`src/rtl/rv_dmem_bridge_pkg.sv`:
```
// Shared definitions for the data-memory bridge: load/store function codes,
// FSM state encoding and the access-size decode used for lane generation.
package rv_dmem_bridge_pkg;

  localparam logic [2:0] LDST_B  = 3'b000;
  localparam logic [2:0] LDST_H  = 3'b001;
  localparam logic [2:0] LDST_L  = 3'b010;
  localparam logic [2:0] LDST_BU = 3'b100;
  localparam logic [2:0] LDST_HU = 3'b101;

  localparam logic [31:0] ERR_DATA_DEFAULT = 32'hDEADBEEF;

  typedef enum logic [1:0] {
    ST_IDLE,
    ST_STROBE,
    ST_WAIT_ACK,
    ST_DONE
  } dm_state_e;

  typedef enum logic [1:0] {
    SZ_BYTE,
    SZ_HALF,
    SZ_WORD
  } dm_size_e;

  // Unsigned variants make no sense for stores, so they fall back to a word access.
  function automatic dm_size_e ldst_size(input logic [2:0] fun, input logic we);
    dm_size_e sz;
    sz = SZ_WORD;
    case (fun)
      LDST_B:  sz = SZ_BYTE;
      LDST_H:  sz = SZ_HALF;
      LDST_BU: sz = we ? SZ_WORD : SZ_BYTE;
      LDST_HU: sz = we ? SZ_WORD : SZ_HALF;
      default: sz = SZ_WORD;
    endcase
    return sz;
  endfunction

endpackage

```
`src/rtl/rv_dmem_lane_gen.sv`:
```
// Combinational byte-enable, store-data replication and misalignment detection
// for one load/store request.
module rv_dmem_lane_gen
  import rv_dmem_bridge_pkg::*;
(
  input  logic [2:0]  fun,
  input  logic        we,
  input  logic [1:0]  addr_lo,
  input  logic [31:0] data,
  output logic [3:0]  sel,
  output logic [31:0] wdata,
  output logic        misaligned
);

  dm_size_e size;

  assign size = ldst_size(fun, we);

  always_comb begin
    sel        = 4'b1111;
    misaligned = 1'b0;
    case (size)
      SZ_BYTE: sel = 4'b0001 << addr_lo;
      SZ_HALF: begin
        sel        = 4'b0011 << {addr_lo[1], 1'b0};
        misaligned = addr_lo[0];
      end
      default: misaligned = (addr_lo != 2'b00);
    endcase
  end

  // Replicate the right-aligned store data across every lane so the slave
  // can pick it up from whichever lane sel enables.
  genvar gi;
  generate
    for (gi = 0; gi < 4; gi++) begin : g_lane
      assign wdata[gi*8 +: 8] = (size == SZ_BYTE) ? data[7:0] :
                                (size == SZ_HALF) ? data[(gi%2)*8 +: 8] :
                                                    data[gi*8 +: 8];
    end
  endgenerate

endmodule

```
`src/rtl/rv_dmem_bridge.sv`:
```
// Load/store request side: turns execute strobes into one pipelined bus
// transaction and returns the raw load word with one-cycle completion pulses.
module rv_dmem_bridge
  import rv_dmem_bridge_pkg::*;
#(
  parameter int unsigned TIMEOUT       = 255,
  parameter int unsigned TIMEOUT_WIDTH = 8,
  parameter logic [31:0] ERR_DATA      = ERR_DATA_DEFAULT
) (
  input  logic        clk_i,
  input  logic        rst_n_i,
  input  logic        x_load_i,
  input  logic        x_store_i,
  input  logic [2:0]  x_fun_i,
  input  logic [31:0] x_dm_addr_i,
  input  logic [31:0] x_dm_data_s_i,
  output logic        dm_busy_o,
  output logic [31:0] dm_data_l_o,
  output logic        dm_load_done_o,
  output logic        dm_store_done_o,
  output logic        dm_error_o,
  output logic [31:0] bus_adr_o,
  output logic [31:0] bus_dat_o,
  output logic [3:0]  bus_sel_o,
  output logic        bus_we_o,
  output logic        bus_cyc_o,
  output logic        bus_stb_o,
  input  logic        bus_stall_i,
  input  logic        bus_ack_i,
  input  logic        bus_err_i,
  input  logic [31:0] bus_dat_i
);

  dm_state_e                state_reg;
  logic [TIMEOUT_WIDTH-1:0] tmo_cnt_reg;
  logic                     we_reg;
  logic                     cyc_reg;
  logic                     stb_reg;
  logic [31:0]              adr_reg;
  logic [31:0]              dat_reg;
  logic [3:0]               sel_reg;
  logic [31:0]              data_l_reg;
  logic                     load_done_reg;
  logic                     store_done_reg;
  logic                     error_reg;

  logic        req_valid;
  logic        req_we;
  logic [3:0]  req_sel;
  logic [31:0] req_wdata;
  logic        req_misaligned;
  logic        tmo_hit;
  logic        fin;
  logic        fin_err;
  logic        fin_we;

  assign req_valid = x_load_i | x_store_i;
  assign req_we    = x_store_i & ~x_load_i;

  rv_dmem_lane_gen u_lane_gen (
    .fun        (x_fun_i),
    .we         (req_we),
    .addr_lo    (x_dm_addr_i[1:0]),
    .data       (x_dm_data_s_i),
    .sel        (req_sel),
    .wdata      (req_wdata),
    .misaligned (req_misaligned)
  );

  generate
    if (TIMEOUT == 0) begin : g_no_tmo
      assign tmo_hit = 1'b0;
    end else begin : g_tmo
      assign tmo_hit = (tmo_cnt_reg == TIMEOUT_WIDTH'(TIMEOUT - 1));
    end
  endgenerate

  // Decide whether the transaction finishes at this edge and whether it failed.
  always_comb begin
    fin     = 1'b0;
    fin_err = 1'b0;
    case (state_reg)
      ST_IDLE: begin
        if (req_valid && req_misaligned) begin
          fin     = 1'b1;
          fin_err = 1'b1;
        end
      end
      ST_STROBE: begin
        if (!bus_stall_i && (bus_ack_i || bus_err_i)) begin
          fin     = 1'b1;
          fin_err = bus_err_i;
        end
      end
      ST_WAIT_ACK: begin
        if (bus_ack_i || bus_err_i || tmo_hit) begin
          fin     = 1'b1;
          fin_err = bus_err_i | ~bus_ack_i;
        end
      end
      default: ;
    endcase
  end

  assign fin_we = (state_reg == ST_IDLE) ? req_we : we_reg;

  always_ff @(posedge clk_i) begin
    if (!rst_n_i) begin
      state_reg      <= ST_IDLE;
      tmo_cnt_reg    <= '0;
      we_reg         <= 1'b0;
      cyc_reg        <= 1'b0;
      stb_reg        <= 1'b0;
      adr_reg        <= '0;
      dat_reg        <= '0;
      sel_reg        <= '0;
      data_l_reg     <= '0;
      load_done_reg  <= 1'b0;
      store_done_reg <= 1'b0;
      error_reg      <= 1'b0;
    end else begin
      load_done_reg  <= fin & ~fin_we;
      store_done_reg <= fin & fin_we;
      error_reg      <= fin & fin_err;
      if (fin && !fin_we) begin
        data_l_reg <= fin_err ? ERR_DATA : bus_dat_i;
      end

      case (state_reg)
        ST_IDLE: begin
          if (req_valid) begin
            we_reg <= req_we;
            if (!req_misaligned) begin
              state_reg <= ST_STROBE;
              cyc_reg   <= 1'b1;
              stb_reg   <= 1'b1;
              adr_reg   <= {x_dm_addr_i[31:2], 2'b00};
              sel_reg   <= req_sel;
              dat_reg   <= req_wdata;
            end
          end
        end
        ST_STROBE: begin
          if (!bus_stall_i) begin
            stb_reg     <= 1'b0;
            tmo_cnt_reg <= '0;
            state_reg   <= ST_WAIT_ACK;
          end
        end
        ST_WAIT_ACK: begin
          tmo_cnt_reg <= tmo_cnt_reg + 1'b1;
        end
        default: begin
          state_reg <= ST_IDLE;
        end
      endcase

      if (fin) begin
        state_reg <= ST_DONE;
        cyc_reg   <= 1'b0;
        stb_reg   <= 1'b0;
      end
    end
  end

  assign dm_busy_o       = (state_reg != ST_IDLE);
  assign dm_data_l_o     = data_l_reg;
  assign dm_load_done_o  = load_done_reg;
  assign dm_store_done_o = store_done_reg;
  assign dm_error_o      = error_reg;
  assign bus_adr_o       = adr_reg;
  assign bus_dat_o       = dat_reg;
  assign bus_sel_o       = sel_reg;
  assign bus_we_o        = we_reg;
  assign bus_cyc_o       = cyc_reg;
  assign bus_stb_o       = stb_reg;

endmodule

```
`config.mk`:
```
export PLATFORM = sky130hd
export DESIGN_NAME = rv_dmem_bridge
export DESIGN_NICKNAME = d
export VERILOG_FILES = /design/src/rtl/rv_dmem_bridge_pkg.sv /design/src/rtl/rv_dmem_lane_gen.sv /design/src/rtl/rv_dmem_bridge.sv
export SDC_FILE = /design/constraint.sdc
export NUM_CORES = 1
export LEC_CHECK = 0
export CELL_PAD_IN_SITES_DETAIL_PLACEMENT = 1
export CELL_PAD_IN_SITES_GLOBAL_PLACEMENT = 2
export CORE_AREA = 2 2 138 140
export CTS_BUF_LIST = sky130_fd_sc_hd__clkbuf_8
export DETAILED_ROUTE_END_ITERATION = 8
export DIE_AREA = 0 0 140 142
export GPL_ROUTABILITY_DRIVEN = 1
export HOLD_SLACK_MARGIN = 0.02
export PLACE_DENSITY = 0.95
export SETUP_SLACK_MARGIN = 0.15
export SLEW_MARGIN = 10
export SYNTH_ARGS = -nofsm -noshare
export SYNTH_HDL_FRONTEND = slang
export SYNTH_SLANG_ARGS = --single-unit
```
`constraint.sdc`:
```
create_clock -name clk_i -period 4.35 [get_ports clk_i]
set_clock_uncertainty 0.05 [all_clocks]
set_input_delay 0.435 -clock clk_i [delete_from_list [all_inputs] [get_ports clk_i]]
set_output_delay 0.435 -clock clk_i [all_outputs]
set_load 0.01 [all_outputs]
```
# Word level (Yosys, flattened, before mapping)
# Cells that the tools add are included.
[word_totals]
word_cells = 90
ff_bits = 114
out_inout_bits = 107
input_bits = 106
[classes]
bitwise_logic = 11
n_mux = 30
reduce_logical = 20
eq_ne = 14
n_shift = 2
n_addsub = 1
[op_table]
columns = ["cell", "count"]
rows = [
  ["$mux 8", 6],
  ["$mux 32", 1],
  ["$pmux 8 s2", 1],
  ["$mux 2", 6],
  ["$mux 1", 9],
  ["$ne 3x3->1 const B", 3],
  ["$add 8x1->8 const B", 1],
  ["$eq 8x8->1 const B", 1],
  ["$ne 2x2->1 const B", 4],
  ["$pmux 2 s4", 1],
  ["$pmux 4 s2", 1],
  ["$reduce_and 4->1", 2],
  ["$reduce_bool 2->1", 4],
  ["$eq 3x3->1 const B", 2],
  ["$pmux 1 s3", 2],
  ["$pmux 2 s3", 1],
  ["$not 1->1", 5],
  ["$and 1x1->1", 4],
  ["$eq 2x1->1 const B", 2],
  ["$logic_not 2->1", 2],
  ["$pmux 1 s2", 2],
  ["$reduce_and 2->1", 2],
  ["$shl 1x2->4 const A", 1],
  ["$shl 2x2->4 const A", 1],
  ["other kinds (9)", 14],
]

# Longest topological paths before layout
[logic_depth]
word_depth = 11
depth_mapped = 8
mapped_depth_nobuf = 6

# Hierarchy
# A second synthesis with hierarchy kept.
[hier_totals]
cells_unflattened = 557
hier_area_um2 = 4844.6
[modules_own_cells]
columns = ["mod", "instances", "cells_each", "seq_area_each_um2", "area_each_um2"]
rows = [
  ["rv_dmem_bridge", 1, 503, 2282.2, 4317.9],
  ["rv_dmem_lane_gen", 1, 54, 0.0, 526.8],
]

# Worst setup path after synthesis
# No wires, ideal clock.
[synth_timing]
kind = "input to register"
from = "input port x_fun_i[0]"
to = "register dat_reg[0] (netlist: bus_dat_o[0])"
path_stages = 7
n_path_buf = 2
required_time_ns = 4.172
setup_slack_ns = 2.474
arrival_ns = 1.698
setup_time_ns = 0.128
path_cell_list = "buf_2 -> nor2_4 -> nand2_4 -> a211oi_4 -> buf_2 -> mux2i_1 -> nor2_1"
[synth_via]
elab_chain_len = 6
word_cells_on_any_way = 10
cone_classes = "eq/ne (4); mux (2); bitwise (1); reduce/logical (3)"
[synth_lines]
columns = ["element", "line", "text"]
rows = [
  ["from (decl)", "rv_dmem_bridge.sv:14", "input logic [2:0] x_fun_i,"],
  ["$eq 3x3->1 (tied with other cells)", "rv_dmem_bridge_pkg.sv:30", "case (fun)"],
  ["$pmux 2 s4 *", "rv_dmem_bridge_pkg.sv:30", ""],
  ["$eq 2x1->1 / $logic_not 2->1 (equally long branches)", "--", ""],
  ["$pmux 1 s2 *", "rv_dmem_lane_gen.sv:22", "case (size)"],
  ["$not 1->1 (no line) *", "--", ""],
  ["$reduce_and 3->1 (no line) *", "--", ""],
  ["to (signal assigned)", "rv_dmem_bridge.sv:139", "dat_reg <= req_wdata;"],
  ["to (decl)", "rv_dmem_bridge.sv:40", "logic [31:0] dat_reg;"],
]
# Every way passes the cells marked *; elsewhere a longest branch is shown, timed or not.
# A chain may end at the register's enable or synchronous reset.

# Worst setup path after layout
[layout_timing]
from = "input port x_store_i"
to = "register sel_reg[2] (netlist: bus_sel_o[2])"
[layout_via]
elab_chain_len = 7
word_cells_on_any_way = 11
cone_classes = "eq/ne (1); mux (5); bitwise (3); reduce/logical (2)"
[layout_lines]
columns = ["element", "line", "text"]
rows = [
  ["from (decl)", "rv_dmem_bridge.sv:13", "input logic x_store_i,"],
  ["$and 1x1->1", "rv_dmem_bridge.sv:58", "assign req_we = x_store_i & ~x_load_i;"],
  ["$mux 2, on equally long branches", "rv_dmem_bridge_pkg.sv:34, rv_dmem_bridge_pkg.sv:33", ""],
  ["$pmux 2 s4", "rv_dmem_bridge_pkg.sv:30", ""],
  ["$eq 2x1->1 / $logic_not 2->1 (equally long branches)", "--", ""],
  ["$pmux 1 s2", "rv_dmem_lane_gen.sv:22", ""],
  ["$not 1->1 (no line)", "--", ""],
  ["$reduce_and 3->1 (no line)", "--", ""],
  ["to (signal assigned)", "rv_dmem_bridge.sv:138", "sel_reg <= req_sel;"],
  ["to (decl)", "rv_dmem_bridge.sv:41", "logic [3:0] sel_reg;"],
]
# Several ways; a longest one is shown, not always the timed one.

==> qor.csv <==
stage;metric;value;unit
synthesis;synth.avg_cell_area;9.507;um2
timing;fin_setup_tns;0;ps
power_and_ir_drop;p_int;2.259;mW
critical_path;r2r_end;dm_data_l_o[9]$_SDFFE_PN0P_;
critical_path;r2r_start;state_reg[1]$_SDFFE_PN0P_;
cts;cts_root_buf;clkbuf_8;
floorplanning;initial_core_util;25.65;%
drt;drt-total-wl;16.06;mm
synthesis;synth_top_area_share;48.20;%
synthesis;synth_area_leader_cell;dfxtp_1;
power_and_ir_drop;power.density;434.5;nW/um2
cts;clk_latency;430;ps
placement;place.gp.congestion;0.7613;
finish;final_layout_size_suffix_gt1_share;12.08;%
critical_path;critical_path_class;primary input to flop;
outcome;status;finished with violations;
timing;finalHoldViolations;0;
synthesis;syn_area;4735;um2
floorplanning;die-area;19880;um2
floorplanning;core;18460;um2
cts;cts_tree;done;
power_and_ir_drop;pwr-share-clk;31.4;%
floorplanning;die_w;140;um
floorplanning;io-pin-count;213;
cts;htree_num_levels;4;
finish;mostFrequentLayoutCells;clkdlybuf4s50_1 (210), dfxtp_1 (114), nor2_1 (67);
finish;fillers;2087;
drt;drc;11;
synthesis;synth-edff-count;0;
power_and_ir_drop;p_comb_share;29.3;%
drt;dr.pass1.iters;7;
power_and_ir_drop;p_sw_share;30.02;%
min_path;min-delay-path-class;flop to flop;
synthesis;yosysUniqueCellTypes;51;
synthesis;yosys_warnings;0;
power_and_ir_drop;leakagePower;2.701;nW
floorplanning;die_h;142;um
timing;timing.fmax;412.0;MHz
critical_path;reg2regPathDepth;6;
cts;post_cts_resized;0;
power_and_ir_drop;pwr-share-seq;39.3;%
power_and_ir_drop;net-switching-power;0.9690;mW
cts;clk_pin_slew;80;ps
timing;finalCritPeriodShare;55.80;%
synthesis;ys_seq_area_share;48.20;%
flow_run;cap_violations;0;
timing;relSlewSlack;23.84;%
critical_path;cp.arrival;2660;ps
min_path;whs_path_depth;1;
critical_path;cp.required;4580;ps
finish;area_delta_synth_final;56.90;%
timing;period_needed;2427;ps
critical_path;cp-start-kind;primary input;
synthesis;ys_ff_latch;114;
finish;nNetsFinal;808;
timing;rsz0062_at_grt;no;
cts;clock_sinks;114;
global_route;antenna_found_initial;0;
power_and_ir_drop;peakVddDrop;0.1783;mV
outcome;violations;design-rule violations;
synthesis;synthTopCellsByArea;dfxtp_1 (48%), mux2i_1 (9.9%), o221a_2 (5.5%), nor2_1 (5.3%), nand2_1 (4.6%);
drt;wire_per_inst;16.98;um
global_route;grt_pass1_vias;4586;
drt;vias;4522;
cts;cts_made_buffers;17;
global_route;grtUsageTotal;15.85;%
synthesis;async_flop_share;0;%
drt;initialDrtViolationCount;188;
critical_path;r2r_slack;1990;ps
placement;io_buffers;210;
global_route;grt_overflow;0;
synthesis;synthFlopType;dfxtp_1;
timing;slew_violations;0;
critical_path;crit_fanout;26;
global_route;grt_max_degree;49;
finish;final_common_cell;clkdlybuf4s50_1;
cts;cts_hold_buf;0;
timing;tightest_slew;1142;ps
finish;n_antenna_cell;0;
critical_path;cp-end-kind;flop;
timing;setup_viol_count_final;0;
drt;via_per_inst;4.780;
timing;hold_ws;418.6;ps
synthesis;synthCells;498;
min_path;min_from;tmo_cnt_reg[7]$_SDFFE_PN0P_;
global_route;grt_pass1_wl;24.81;mm
drt;ant_nets;0;
finish;utilization;40.25;%
cts;clock_path_buffers;2;
cts;post_cts_buffers;0;
floorplanning;fp-row-count;50;
min_path;whs_endpoint;tmo_cnt_reg[7]$_SDFFE_PN0P_;
placement;dp.final_hpwl;11.62;mm
==> how the worst max path moves through the flow <==
| stage | cells after the start | slack (ps) | from | end |
|---|---|---|---|---|
| detailed placement | 6 | 1460 | x_store_i | bus_sel_o[2]$_SDFFE_PN0P_ |
| finish | 6 | 1920 | x_store_i | bus_sel_o[2]$_SDFFE_PN0P_ |
| global placement | 6 | 1510 | x_load_i | dm_load_done_o$_SDFF_PN0_ |
| global route | 6 | 1690 | x_store_i | bus_sel_o[2]$_SDFFE_PN0P_ |
| floorplan | 7 | 2470 | x_fun_i[0] | bus_dat_o[0]$_SDFFE_PN0P_ |
| CTS | 6 | 1940 | x_store_i | bus_sel_o[2]$_SDFFE_PN0P_ |
==> layer usage <==
metal,track usage [%],vias to the layer above,share of wire [%]
li1,-,2203,-
met1,18.82,2190,43
met2,27.90,104,50
met3,3.432,25,4.1
met4,6.539,0,2.2
met5,0,-,0
==> cells by family after synthesis <==
group | synth area share (%)
other cells | 0.07921
compound gates | 19.90
buf+inv | 4.492
mux | 10.41
simple gates | 16.39
flops | 48.20
fa+ha+maj | 0.5285
==> critical path, stage by stage <==
cell,delay [ps]
clkdlybuf4s50_1,530
nor2b_1,220
a21oi_2,850
nand2_1,230
o32ai_1,310
a211oi_1,80
==> synthesized netlist by cell type, types with 4 or more instances <==
master	instances
dfxtp_1	114
nor2_1	67
nand2_1	58
mux2i_1	47
o221a_2	23
a311oi_1	17
a31oi_1	17
clkbuf_1	17
nand3_1	15
a21oi_1	13
buf_2	11
o21ai_0	11
nand2b_1	10
buf_4	9
o211ai_1	8
a31o_2	7
inv_1	5
nor3_1	5
and3_1	4
o21a_1	4
==> layout make-up <==
class / instances / area [um2] / area share (%)
sequential: 114 / 2282 / 30.72
multi-input combinational: 341 / 2243 / 30.20
timing repair buffer: 220 / 2190 / 29.48
tap: 234 / 292.8 / 3.941
clock buffer: 21 / 289.0 / 3.891
clock inverter: 10 / 108.9 / 1.465
inverter: 6 / 22.52 / 0.3032
==> per-stage QoR <==
stage	power (mW)	std cells	cell area, um2	worst slack, ps
finish	3.228	946	7428	1923
floorplan	1.755	499	4738	2474
global route	3.400	946	7428	1692
global placement	2.225	915	7030	1508
CTS	3.267	946	7428	1936
detailed placement	2.242	915	7030	1460
==> power groups by stage <==
stage	Combinational (mW)	Clock, mW	Sequential (mW)
after floorplan	0.411	0	1.34
after global placement	0.938	0	1.29
after detailed placement	0.951	0	1.29
after CTS	0.954	1.04	1.27
after global routing	1.02	1.09	1.29
final	0.946	1.01	1.27
Power figures use the tool's default switching activity.
